### src/rtl/spi_rd_engine.sv
// spi_rd_engine: SPI mode-0 read master. Shifts an address out MSB first, then
// reads burst_len+1 words back-to-back under a single chip-select window.
//
// Ports
//   spi_clk, spi_rst_n : system clock, asynchronous active-low reset
//   start              : transaction request, only honoured while idle
//   addr, burst_len    : captured when start is accepted
//   busy               : high for the whole transaction
//   spi_cs, spi_sclk   : slave select (active low), serial clock (CPOL=0)
//   spi_mosi_out       : serial address out, 0 during the data phase
//   spi_miso_in        : serial data in
//   spi_miso_out       : last completed word, held between strobes
//   data_valid         : one-cycle strobe per completed word
//
// Build option
//   SPI_RD_LSB_FIRST_EN : when defined, the first received bit of a word lands
//                         in bit 0; otherwise it lands in bit DATA_W-1.
module spi_rd_engine #(
  parameter int unsigned ADDR_W  = 8,
  parameter int unsigned DATA_W  = 8,
  parameter int unsigned CLK_DIV = 2,
  parameter int unsigned BURST_W = 4
) (
  input  logic              spi_clk,
  input  logic              spi_rst_n,
  input  logic              start,
  input  logic [ADDR_W-1:0] addr,
  input  logic [BURST_W-1:0] burst_len,
  output logic              busy,
  output logic              spi_cs,
  output logic              spi_sclk,
  output logic              spi_mosi_out,
  input  logic              spi_miso_in,
  output logic [DATA_W-1:0] spi_miso_out,
  output logic              data_valid
);

  localparam int unsigned DIV_W   = (CLK_DIV > 1) ? $clog2(CLK_DIV) : 1;
  localparam int unsigned BIT_MAX = (ADDR_W > DATA_W) ? ADDR_W : DATA_W;
  localparam int unsigned CNT_W   = (BIT_MAX > 1) ? $clog2(BIT_MAX) : 1;

  localparam logic [2:0] ST_IDLE     = 3'd0;
  localparam logic [2:0] ST_CS_SETUP = 3'd1;
  localparam logic [2:0] ST_ADDR     = 3'd2;
  localparam logic [2:0] ST_DATA     = 3'd3;
  localparam logic [2:0] ST_CS_HOLD  = 3'd4;

  logic [2:0]         state, state_nxt;
  logic [DIV_W-1:0]   div_cnt, div_cnt_nxt;
  logic [CNT_W-1:0]   bit_cnt, bit_cnt_nxt;
  logic [BURST_W-1:0] word_cnt, word_cnt_nxt;
  logic [BURST_W-1:0] burst_q, burst_q_nxt;
  logic [ADDR_W-1:0]  addr_sh, addr_sh_nxt;
  logic [DATA_W-1:0]  data_sh, data_sh_nxt;
  logic [DATA_W-1:0]  shift_in;
  logic [DATA_W-1:0]  miso_out_nxt;
  logic               busy_nxt, cs_nxt, sclk_nxt, mosi_nxt, valid_nxt;
  logic               half_tick;

  // State and registered outputs
  always_ff @(posedge spi_clk or negedge spi_rst_n) begin
    if (!spi_rst_n) begin
      state        <= ST_IDLE;
      div_cnt      <= '0;
      bit_cnt      <= '0;
      word_cnt     <= '0;
      burst_q      <= '0;
      addr_sh      <= '0;
      data_sh      <= '0;
      busy         <= 1'b0;
      spi_cs       <= 1'b1;
      spi_sclk     <= 1'b0;
      spi_mosi_out <= 1'b0;
      spi_miso_out <= '0;
      data_valid   <= 1'b0;
    end else begin
      state        <= state_nxt;
      div_cnt      <= div_cnt_nxt;
      bit_cnt      <= bit_cnt_nxt;
      word_cnt     <= word_cnt_nxt;
      burst_q      <= burst_q_nxt;
      addr_sh      <= addr_sh_nxt;
      data_sh      <= data_sh_nxt;
      busy         <= busy_nxt;
      spi_cs       <= cs_nxt;
      spi_sclk     <= sclk_nxt;
      spi_mosi_out <= mosi_nxt;
      spi_miso_out <= miso_out_nxt;
      data_valid   <= valid_nxt;
    end
  end

  // Next-state and next-output logic
  always_comb begin
    state_nxt    = state;
    div_cnt_nxt  = '0;
    bit_cnt_nxt  = bit_cnt;
    word_cnt_nxt = word_cnt;
    burst_q_nxt  = burst_q;
    addr_sh_nxt  = addr_sh;
    data_sh_nxt  = data_sh;
    sclk_nxt     = spi_sclk;
    mosi_nxt     = spi_mosi_out;
    miso_out_nxt = spi_miso_out;
    valid_nxt    = 1'b0;

    // One half SCLK period has elapsed when the divider reaches its last count
    half_tick = (div_cnt == DIV_W'(CLK_DIV - 1));
    if (state != ST_IDLE && !half_tick) begin
      div_cnt_nxt = div_cnt + DIV_W'(1);
    end

`ifdef SPI_RD_LSB_FIRST_EN
    shift_in = (data_sh >> 1) | (DATA_W'(spi_miso_in) << (DATA_W - 1));
`else
    shift_in = (data_sh << 1) | DATA_W'(spi_miso_in);
`endif

    case (state)
      ST_IDLE: begin
        if (start) begin
          state_nxt    = ST_CS_SETUP;
          addr_sh_nxt  = addr;
          burst_q_nxt  = burst_len;
          bit_cnt_nxt  = '0;
          word_cnt_nxt = '0;
          // First address bit is presented during CS setup for full setup time
          mosi_nxt     = addr[ADDR_W-1];
        end
      end
      ST_CS_SETUP: begin
        if (half_tick) begin
          state_nxt   = ST_ADDR;
          bit_cnt_nxt = '0;
        end
      end
      ST_ADDR: begin
        if (half_tick) begin
          if (!spi_sclk) begin
            sclk_nxt = 1'b1;
          end else begin
            // MOSI only moves on the falling edge so it is stable at the rise
            sclk_nxt = 1'b0;
            if (bit_cnt == CNT_W'(ADDR_W - 1)) begin
              state_nxt   = ST_DATA;
              bit_cnt_nxt = '0;
              mosi_nxt    = 1'b0;
            end else begin
              bit_cnt_nxt = bit_cnt + CNT_W'(1);
              addr_sh_nxt = addr_sh << 1;
              mosi_nxt    = addr_sh_nxt[ADDR_W-1];
            end
          end
        end
      end
      ST_DATA: begin
        if (half_tick) begin
          if (!spi_sclk) begin
            // Sample MISO in the cycle SCLK rises
            sclk_nxt    = 1'b1;
            data_sh_nxt = shift_in;
            if (bit_cnt == CNT_W'(DATA_W - 1)) begin
              miso_out_nxt = shift_in;
              valid_nxt    = 1'b1;
            end
          end else begin
            sclk_nxt = 1'b0;
            if (bit_cnt == CNT_W'(DATA_W - 1)) begin
              bit_cnt_nxt = '0;
              if (word_cnt == burst_q) begin
                state_nxt = ST_CS_HOLD;
              end else begin
                word_cnt_nxt = word_cnt + BURST_W'(1);
              end
            end else begin
              bit_cnt_nxt = bit_cnt + CNT_W'(1);
            end
          end
        end
      end
      ST_CS_HOLD: begin
        if (half_tick) begin
          state_nxt = ST_IDLE;
        end
      end
      default: begin
        state_nxt = ST_IDLE;
      end
    endcase

    busy_nxt = (state_nxt != ST_IDLE);
    cs_nxt   = (state_nxt == ST_IDLE);
  end

endmodule
### config.mk
export PLATFORM = sky130hd
export DESIGN_NAME = spi_rd_engine
export DESIGN_NICKNAME = d
export VERILOG_FILES = /design/src/rtl/spi_rd_engine.sv
export SDC_FILE = /design/constraint.sdc
export NUM_CORES = 1
export LEC_CHECK = 0
export ABC_AREA = 0
export CAP_MARGIN = 20
export CORE_ASPECT_RATIO = 1.1
export CORE_UTILIZATION = 40
export DETAILED_ROUTE_END_ITERATION = 10
export GPL_TIMING_DRIVEN = 0
export PLACE_DENSITY_LB_ADDON = 0.1
export REMOVE_ABC_BUFFERS = 1
export SLEW_MARGIN = 20
export SYNTH_ARGS = -nofsm -noshare
export SYNTH_HDL_FRONTEND = slang
export SYNTH_SLANG_ARGS = --single-unit
### constraint.sdc
create_clock -name spi_clk -period 2.5 [get_ports spi_clk]
set_input_delay 0.625 -clock spi_clk [delete_from_list [all_inputs] [get_ports spi_clk]]
set_output_delay 0.625 -clock spi_clk [all_outputs]
set_load 0.05 [all_outputs]
==> flow_summary.yaml <==
synth:
  yosysWarnings: 0
  synth_fa_ha_area_share_pct: 1.92
  synth_top_family_by_area: "simple AND/OR/NAND/NOR gates"
  async_reset_ff_share_pct: 100
  synthTopCellsByArea: "dfrtp_1 (53%), mux2_2 (9.8%), nand2_1 (4.0%)"
  yosysUniqueCellTypes: 42
  synth_compound_area_share_pct: 9.99
  synth_cells: 170
  synth_edf_count: 0
  yosysTopAreaCellShare_pct: 52.5
  ys.flop_type: "dfrtp_1"
  synthMuxAreaShare_pct: 12.9
  yosysTopAreaCell: "dfrtp_1"
  yosysSeqAreaShare_pct: 53.9
  synthSimpleGateAreaFrac_pct: 14.7
  syn-cell-area_mm2: 0.00195
  synthXorXnorAreaFrac_pct: 2.24
  syn_area_per_cell_um2: 11.5
  synth_seq_cells: 42
clock_network:
  clk_pin_slew_ps: 80
  root_buffer: "clkbuf_8"
  cts_tree: "yes"
  cts.htree.levels: 2
  ctsLongestPathBuffers: 2
  cts_hold_repair.buffers: 0
  clk_latency_ps: 290
  numCtsBuffers: 5
  cts_setup_buffers: 0
  cts_sinks: 42
  cts_resized: 0
worst_setup_path:
  cp-end-kind: "output port"
  path_max_fanout: 9
  required_ps: 1880
  cp_top_family: "buffers and inverters"
  path_buf_inv: 1
  crit_path_start_kind: "register"
  worstSetupPathType: "reg2out"
  cpMaxStageDelayCell: "clkdlybuf4s50_1"
  path_cells: "clkdlybuf4s50_1"
  crit_arrival_ps: 1670
  slowest_delay_ps: 860
detailed_routing:
  drt_iter0_drc: 59
  vias: 1299
  drtAntennaViolNets: 0
  drc_errors: 0
  routed_wirelength_um: 3390
  routedWlPerCell_um: 13.5
  drtPass1Iterations: 4
  vias_per_cell: 5.18
global_route:
  grt_max_degree: 23
  grt-busiest-layer: "met2"
  use_met1_pct: 17.4
  met2_usage_pct: 26.3
  grt_pass1_wl_um: 5670
  use_met3_pct: 4.94
  overflow: 0
  antenna_found_initial: 0
  grt_usage_pct: 15.3
  grt_pass1_vias: 1277
power:
  p_int_mw: 1.04
  pwr-share-clk_pct: 41.8
  p_leak_nw: 1.10
  combPwrFrac_pct: 4.6
  vdd_drop_max_mv: 0.243
  p_total_mw: 1.29
  netSwitchingPower_mw: 0.253
  p_sw_share_pct: 19.6
  powerDensity_mw_per_mm2: 546
  seq_power_share_pct: 53.5
timing:
  tightestPinTransition_ps: 718
  skew_ps: 7.99
  hold_viol: 0
  rsz0062_at_grt: "no"
  finalCritPeriodShare_pct: 91.9
  report.final.slew_viol_count: 0
  maxSlewHeadroom_pct: 52.1
  fmax_mhz: 435
  setup_viol: 0
  whs_ps: 297
  timing.final.ws_setup_ps: 202
  fin_crit_ps: 2300
layout:
  final_common_cell: "dfrtp_1"
  nNetsFinal: 214
  drive_above_1_share_pct: 16.4
  diodes: 0
  area_delta_synth_final_pct: 21.1
  final_cells: 251
  layout_common_cells: "dfrtp_1 (41), clkdlybuf4s50_1 (27), nand2_1 (21), mux2_2 (17)"
floorplan:
  dieHeight_um: 75.3
  core_area_mm2: 0.00468
  die_w_um: 68.6
  io_pins: 29
  fp.dieArea_mm2: 0.00517
  initial_utilization_pct: 41.7
  rows: 26
worst_hold_path:
  min_path_type: "in2async"
placement:
  place_worst_setup_slack_ps: 147
  routabilityCongestion: 0.717
  hpwl_um: 2440
  port_buffers: 28
  dp.cells: 244
flow_run:
  drv_cap: 0
outcome:
  outcome: "complete, no violations"
==> metrics by stage <==
stage / setup TNS [ps] / util [%] / cell area, µm²
final: 0 / 50.5 / 2370
after floorplan: 0 / - / 1880
after CTS: 0 / 50.5 / 2370
after global placement: -8910 / 47.5 / 2230
after detailed placement: 0 / 48.1 / 2250
after global routing: 0 / 50.5 / 2370
==> synth_stat cells, drive strengths merged, types with 2 or more instances <==
cell	n
nand3	2
nand2b	2
buf	7
dfrtp	41
inv	2
mux2	17
a32o	2
clkbuf	4
mux2i	6
nor2b	2
o21ai	4
nor2	12
nor3	3
a21oi	12
nand2	21
ha	3
xor2	4
a211oi	2
or3b	2
o31ai	4
==> cell families after synthesis <==
| kind of cell | after synthesis |
|---|---|
| xor gates and xnor gates | 5 |
| and+or+nand+nor | 54 |
| buffers and inverters | 13 |
| DFF | 42 |
| muxes | 23 |
| AOI/OAI and AO/OA | 30 |
| adders and majority gates | 3 |
==> worst paths after layout <==
check	from	endpoint	slack, ps	depth (start not counted)
setup / recovery	spi_sclk$_DFFE_PN0P_	spi_sclk	200	1
hold / removal	spi_rst_n	data_valid$_DFF_PN0_	300	1
setup reg to reg	state[2]$_DFF_PN0_	spi_miso_out[2]$_DFFE_PN0P_	280	4
hold reg to reg	burst_q[1]$_DFFE_PN0P_	burst_q[1]$_DFFE_PN0P_	500	2
max in group asynchronous	spi_rst_n	spi_cs$_DFF_PN1_	1630	2
min in group spi_clk	burst_q[1]$_DFFE_PN0P_	burst_q[1]$_DFFE_PN0P_	500	2
==> state kept, by name, summed over array words and instances (netlist names), 3 cells and up <==
name	flops
addr_sh	7
word_cnt	4
bit_cnt	3
burst_q	4
spi_miso_out	8
data_sh	7
state	3
==> worst register-to-register path: stages (launching register included) <==
cell and delay [ps]:
dfrtp_1 610, nor2b_4 240, and4b_1 430, and2_1 440, mux2_2 390
==> power by group through the flow <==
stage	combinational (mW)	clock (mW)	sequential [mW]
floorplan	0.0166	0	0.704
global placement	0.0554	0	0.705
detailed placement	0.0614	0	0.705
CTS	0.0617	0.558	0.691
global route	0.0670	0.586	0.693
finish	0.0598	0.540	0.692
==> metal layers <==
| layer | vias to the layer above | share of wire (%) |
|---|---|---|
| met5 | - | 0 |
| met4 | 0 | 1.7 |
| met3 | 5 | 3.8 |
| met2 | 23 | 50 |
| met1 | 624 | 44 |
| li1 | 647 | - |
==> area by class of cell <==
class	instances	area [µm²]
flip-flops and latches	42	1050
inverters	2	7.51
fillers	420	2320
well taps	56	70.1
multi-input cells	115	821
repair buffers	29	303
clock buffers	6	82.6
clock inverters	1	30.0
Note: power is estimated with default switching activity, not from simulation.
